===== src/rtl/sr_pulse_driver.sv =====
`default_nettype none
// ============================================================================
// Module   : sr_pulse_driver
// Function : Debounces set/reset buttons and issues exclusive, gap-separated
//            active-low S_n / R_n pulses to a master-slave SR flip-flop stage.
// Revision : 1.0 - initial release
// ============================================================================
module sr_pulse_driver #(
    parameter int DB_CYCLES    = 4,
    parameter int CNT_W        = 16,
    parameter int PULSE_CYCLES = 2,
    parameter int GAP_CYCLES   = 1
) (
    input  logic clk,
    input  logic rst,
    input  logic btn_set,
    input  logic btn_reset,
    output logic S_n,
    output logic R_n,
    output logic busy,
    output logic db_set,
    output logic db_reset
);

    localparam logic [1:0] c_ST_IDLE = 2'd0;
    localparam logic [1:0] c_ST_SET  = 2'd1;
    localparam logic [1:0] c_ST_RST  = 2'd2;
    localparam logic [1:0] c_ST_GAP  = 2'd3;

    localparam int c_PC_MAX = (PULSE_CYCLES > GAP_CYCLES) ? PULSE_CYCLES : GAP_CYCLES;
    localparam int c_PC_W   = $clog2(c_PC_MAX + 1);

    localparam logic [CNT_W-1:0]  c_DB_LAST    = CNT_W'(DB_CYCLES - 1);
    localparam logic [c_PC_W-1:0] c_PULSE_LAST = c_PC_W'(PULSE_CYCLES - 1);
    localparam logic [c_PC_W-1:0] c_GAP_LAST   = c_PC_W'(GAP_CYCLES - 1);

    // Channel index 0 = set, 1 = reset.
    logic [1:0] w_btn;
    logic [1:0] w_db;
    logic [1:0] w_press;

    assign w_btn = {btn_reset, btn_set};

    for (genvar gi = 0; gi < 2; gi++) begin : g_chan
        logic             r_sync1;
        logic             r_sync2;
        logic             r_db;
        logic             r_db_prev;
        logic [CNT_W-1:0] r_cnt;

        always_ff @(posedge clk) begin
            if (rst) begin
                r_sync1   <= 1'b0;
                r_sync2   <= 1'b0;
                r_db      <= 1'b0;
                r_db_prev <= 1'b0;
                r_cnt     <= '0;
            end else begin
                r_sync1   <= w_btn[gi];
                r_sync2   <= r_sync1;
                r_db_prev <= r_db;
                if (r_sync2 == r_db) begin
                    r_cnt <= '0;
                end else if (r_cnt == c_DB_LAST) begin
                    r_db  <= r_sync2;
                    r_cnt <= '0;
                end else begin
                    r_cnt <= r_cnt + CNT_W'(1);
                end
            end
        end

        assign w_db[gi]    = r_db;
        assign w_press[gi] = r_db & ~r_db_prev;
    end

    logic [1:0]        r_state;
    logic [c_PC_W-1:0] r_pcnt;
    logic              r_s_n;
    logic              r_r_n;
    logic [1:0]        r_pend;

    logic [1:0]        w_state_nxt;
    logic [c_PC_W-1:0] w_pcnt_nxt;
    logic              w_s_n_nxt;
    logic              w_r_n_nxt;
    logic [1:0]        w_pend_nxt;
    logic [1:0]        w_req;
    logic              w_decide;

    always_ff @(posedge clk) begin
        if (rst) begin
            r_state <= c_ST_IDLE;
            r_pcnt  <= '0;
            r_s_n   <= 1'b1;
            r_r_n   <= 1'b1;
            r_pend  <= 2'b00;
        end else begin
            r_state <= w_state_nxt;
            r_pcnt  <= w_pcnt_nxt;
            r_s_n   <= w_s_n_nxt;
            r_r_n   <= w_r_n_nxt;
            r_pend  <= w_pend_nxt;
        end
    end

    always_comb begin
        w_state_nxt = r_state;
        w_pcnt_nxt  = r_pcnt;
        w_s_n_nxt   = 1'b1;
        w_r_n_nxt   = 1'b1;
        w_req       = r_pend | w_press;
        w_pend_nxt  = w_req;
        w_decide    = 1'b0;

        case (r_state)
            c_ST_IDLE: w_decide = 1'b1;
            c_ST_SET: begin
                if (r_pcnt == c_PULSE_LAST) begin
                    w_state_nxt = c_ST_GAP;
                    w_pcnt_nxt  = '0;
                end else begin
                    w_pcnt_nxt = r_pcnt + c_PC_W'(1);
                    w_s_n_nxt  = 1'b0;
                end
            end
            c_ST_RST: begin
                if (r_pcnt == c_PULSE_LAST) begin
                    w_state_nxt = c_ST_GAP;
                    w_pcnt_nxt  = '0;
                end else begin
                    w_pcnt_nxt = r_pcnt + c_PC_W'(1);
                    w_r_n_nxt  = 1'b0;
                end
            end
            c_ST_GAP: begin
                // The last gap cycle doubles as an IDLE decision point.
                if (r_pcnt == c_GAP_LAST) begin
                    w_decide = 1'b1;
                end else begin
                    w_pcnt_nxt = r_pcnt + c_PC_W'(1);
                end
            end
            default: w_state_nxt = c_ST_IDLE;
        endcase

        if (w_decide) begin
            w_state_nxt = c_ST_IDLE;
            w_pcnt_nxt  = '0;
            if (w_req[1]) begin
                w_state_nxt   = c_ST_RST;
                w_r_n_nxt     = 1'b0;
                w_pend_nxt[1] = 1'b0;
            end else if (w_req[0]) begin
                w_state_nxt   = c_ST_SET;
                w_s_n_nxt     = 1'b0;
                w_pend_nxt[0] = 1'b0;
            end
        end
    end

    assign S_n      = r_s_n;
    assign R_n      = r_r_n;
    assign busy     = (r_state != c_ST_IDLE);
    assign db_set   = w_db[0];
    assign db_reset = w_db[1];

endmodule
`default_nettype wire


===== config.mk =====
export PLATFORM = sky130hd
export DESIGN_NAME = sr_pulse_driver
export DESIGN_NICKNAME = d
export VERILOG_FILES = /design/src/rtl/sr_pulse_driver.sv
export SDC_FILE = /design/constraint.sdc
export NUM_CORES = 1
export LEC_CHECK = 0
export ABC_AREA = 1
export CORE_MARGIN = 2
export CORE_UTILIZATION = 56
export CTS_BUF_LIST = sky130_fd_sc_hd__clkbuf_4
export DETAILED_ROUTE_END_ITERATION = 7
export GPL_TIMING_DRIVEN = 0
export PLACE_DENSITY = 0.81
export SKIP_CTS_REPAIR_TIMING = 1
export SLEW_MARGIN = 20
export SYNTH_ARGS = -nofsm -noshare
export SYNTH_HDL_FRONTEND = slang
export SYNTH_SLANG_ARGS = --single-unit

===== constraint.sdc =====
create_clock -name clk -period 1.51 [get_ports clk]
set_clock_uncertainty 0.15 [all_clocks]
set_input_delay 0.302 -clock clk [delete_from_list [all_inputs] [get_ports clk]]
set_output_delay 0.302 -clock clk [all_outputs]
set_load 0.02 [all_outputs]

==> summary.md <==
| Metric | Value |
|---|---|
| Final Setup Violations | 1 |
| Predominant post-synthesis flop cell | dfxtp_1 |
| Seq pwr share | 0.605 |
| Ant diodes | 0 |
| I/O pin total | 9 |
| Int Pwr | 0.00167 W |
| Placer Congestion | 0.867 |
| Layout cell share with drive strength beyond 1 | 0.163 |
| Largest net degree at the start of global routing | 15 |
| Die height | 68.9 µm |
| Count leader, synth | nand2_1 |
| Root Buffer | clkbuf_4 |
| Status | finished with violations |
| Failing checks | negative setup slack |
| Mean post-synth cell area | 6.86 µm² |
| Complex-gate fraction of the synthesized area | 0.0822 |
| Clk sinks | 48 |
| Synthesized instance count | 344 |
| Worst EP required | 1060 ps |
| Post-synthesis net count | 354 |
| Initial antenna violation count | 0 |
| Post-layout min period | 1560 ps |
| Switch share | 0.211 |
| Max-cap violations | 0 |
| Post-DRT Antenna Nets | 0 |
| Die Area | 0.00475 mm² |
| Post-synth top cells | 76 x nand2_1, 73 x nor2_1, 52 x inv_1 |
| Worst hold-check path type | in -> reg |
| Drc violations | 0 |
| # port buffers | 8 |
| Vias per std cell | 5.00 |
| Vias | 2085 |
| Fin crit share | 1.03 |
| Area contributors post-synth | dfxtp_1 41%, nand2_1 12%, nor2_1 12% |
| Worst setup path class | reg -> out |
| Mapped cell area | 0.00236 mm² |
| Core Region | 0.00403 mm² |
| Post-detail-place hpwl | 3240 µm |
| WL final | 4480 µm |
| Nets@finish | 376 |
| TritonCTS buffer count | 5 |
| Cell area power density | 774 mW/mm² |
| Leakage Power | 1.03 nW |
| Final worst setup slack | -52.4 ps |
| Global-route wire length before repair | 7480 µm |
| Total GRT Usage | 0.211 |
| FMAX | 0.640 GHz |
| Slew HR | 0.792 |
| Worst-Margin Slew | 311 ps |
| P&R area growth vs syn | 15.7% |
| Top cell type's share of synthesized area | 0.407 |
| H-Tree Depth | 2 |
| Comb power frac | 0.032 |
| Gr ovfl total | 0 |
| Vias in the first global route | 1817 |
| CTS tree | done |
| Seq/Total Area, Yosys | 0.407 |
| Storage element area | 976 µm² |
| DR iter-0 viols | 98 |
| Final Hold Fails | 0 |
| Register bit total from synthesis | 48 |
| Layout fillers | 342 |
| Fraction of synthesized area in multiplexers | 0 |
| Chip Width | 68.9 µm |
| Data arrival time of the critical path | 1110 ps |
| Post-placement worst setup slack | -387 ps |
| CP Max Fanout | 3 |
| RSZ-0062 raised after global routing | true |
| Synth Area in Simple Gates | 0.346 |
| Clock network power share | 0.364 |
| Yosys top cell by area | dfxtp_1 |
| Total power | 0.00211 W |
| Largest family of logic cells by synthesized area | simple AND/OR/NAND/NOR gates |
| Initial core utilization | 0.585 |
| Startpoint Class | register |
| P_sw | 0.000446 W |
| Synth unique cells | 23 |
| Share of synthesized flip-flops with an asynchronous set or reset | 0 |
| Synth Area in XOR/XNOR | 0.0371 |
| VDD IR max | 0.598 mV |
| Synth Area in Adders | 0.0318 |
| Clock Tree Buf Depth | 2 |
| Multi-input gate area | 0.00124 mm² |
| FP Rows | 23 |
| Worst skew pair latency | 370 ps |
| Yosys warns | 0 |
| Slew Limit Fails | 0 |
| Post-DR wirelength/cell | 10.7 µm |
| Post-synth EDFFs | 0 |
| Clk slew on worst S/H paths | 130 ps |
| Critical path endpoint category | primary output |
| DRT Pass-1 Iters | 5 |
==> state kept, by name (all words and copies together) (netlist names) <==
signal / cells
R_n: 1
db_reset: 1
g_chan.r_db_prev: 2
r_state: 2
g_chan.r_sync2: 2
db_set: 1
r_pcnt: 2
g_chan.r_cnt: 32
S_n: 1
r_pend: 2
g_chan.r_sync1: 2
==> placed cells by master (no fill, tap or decap), types with 2 or more instances in the layout <==
master | netlist | routed
clkbuf_4 | 0 | 6
buf_4 | 0 | 7
nand3_1 | 23 | 23
dfxtp_1 | 48 | 40
clkdlybuf4s50_1 | 0 | 2
dfxtp_2 | 0 | 6
nor2_2 | 4 | 7
inv_2 | 0 | 3
nand2_4 | 0 | 2
nand3b_1 | 2 | 2
dlymetal6s2s_1 | 0 | 4
xor2_1 | 5 | 5
a21oi_2 | 7 | 7
nor2_1 | 73 | 68
nand4_1 | 10 | 10
o21ai_0 | 6 | 5
nor2_4 | 0 | 2
xnor2_1 | 5 | 5
nand2_1 | 76 | 74
dfxtp_4 | 0 | 2
nand2_2 | 3 | 3
buf_6 | 2 | 2
inv_1 | 52 | 49
ha_4 | 0 | 2
o21ai_2 | 2 | 2
a21oi_1 | 14 | 14
ha_1 | 6 | 3
==> worst max-delay path, stage by stage (launching register included) <==
cell,delay (ps)
dfxtp_2,380
inv_2,70
ha_4,150
inv_2,50
buf_6,110
==> cell families (layout without fill, tap and decap cells) <==
| kind of cell | Yosys count | after routing |
|---|---|---|
| adder cells (fa/ha/maj) | 6 | 6 |
| AO/OA/AOI/OAI | 31 | 31 |
| AND/OR/NAND/NOR | 194 | 194 |
| flip-flops | 48 | 48 |
| buffers and inverters | 55 | 78 |
| XOR/XNOR | 10 | 10 |
==> routing by layer <==
metal | track usage | share of wire | up-vias
met5 | 0 | 0 | -
met4 | 0.0686 | 0.013 | 0
met3 | 0.0584 | 0.033 | 7
met2 | 0.347 | 0.46 | 30
met1 | 0.267 | 0.49 | 940
li1 | - | - | 1108
==> power by group through the flow <==
stage | registers (W) | clock network, W | logic [W]
after CTS | 0.00128 | 0.000794 | 0.0000599
after global placement | 0.00131 | 0 | 0.0000573
after detailed placement | 0.00131 | 0 | 0.0000595
final | 0.00128 | 0.000768 | 0.0000674
after floorplan | 0.00131 | 0 | 0.0000370
after global routing | 0.00128 | 0.000837 | 0.0000760
==> worst paths after layout <==
path	to	depth (start not counted)	slack (ps)	start
worst max-delay path	busy	4	-50	r_state[0]
worst min-delay path	g_chan[1].r_sync2	2	160	rst
worst max register to register	g_chan[0].r_cnt[8]	7	50	g_chan[0].r_cnt[0]
worst min register to register	g_chan[1].r_sync2	2	260	g_chan[1].r_sync1
==> area by class of cell <==
| type | count | share of cell area |
|---|---|---|
| multi-input combinational | 241 | 0.456 |
| sequential | 48 | 0.358 |
| inverter | 53 | 0.0738 |
| timing repair buffer | 15 | 0.0509 |
| tap | 50 | 0.0229 |
| clock buffer | 6 | 0.0165 |
| clock inverter | 2 | 0.0128 |
| buffer | 2 | 0.00963 |
==> through the flow <==
| step | hold WS (ps) | util | cell area (µm²) | cells | TNS, ps |
|---|---|---|---|---|---|
| 2_1_floorplan | 223 | - | 2360 | 344 | 0 |
| 3_3_place_gp | 241 | 0.621 | 2500 | 402 | -8930 |
| 3_5_place_dp | 245 | 0.621 | 2500 | 402 | -10460 |
| 4_1_cts | 264 | 0.641 | 2580 | 410 | -4600 |
| 5_1_grt | 151 | 0.677 | 2730 | 417 | -230 |
| 6_report | 157 | 0.677 | 2730 | 417 | -52.4 |
No activity file was read; power rests on OpenSTA's default activity.
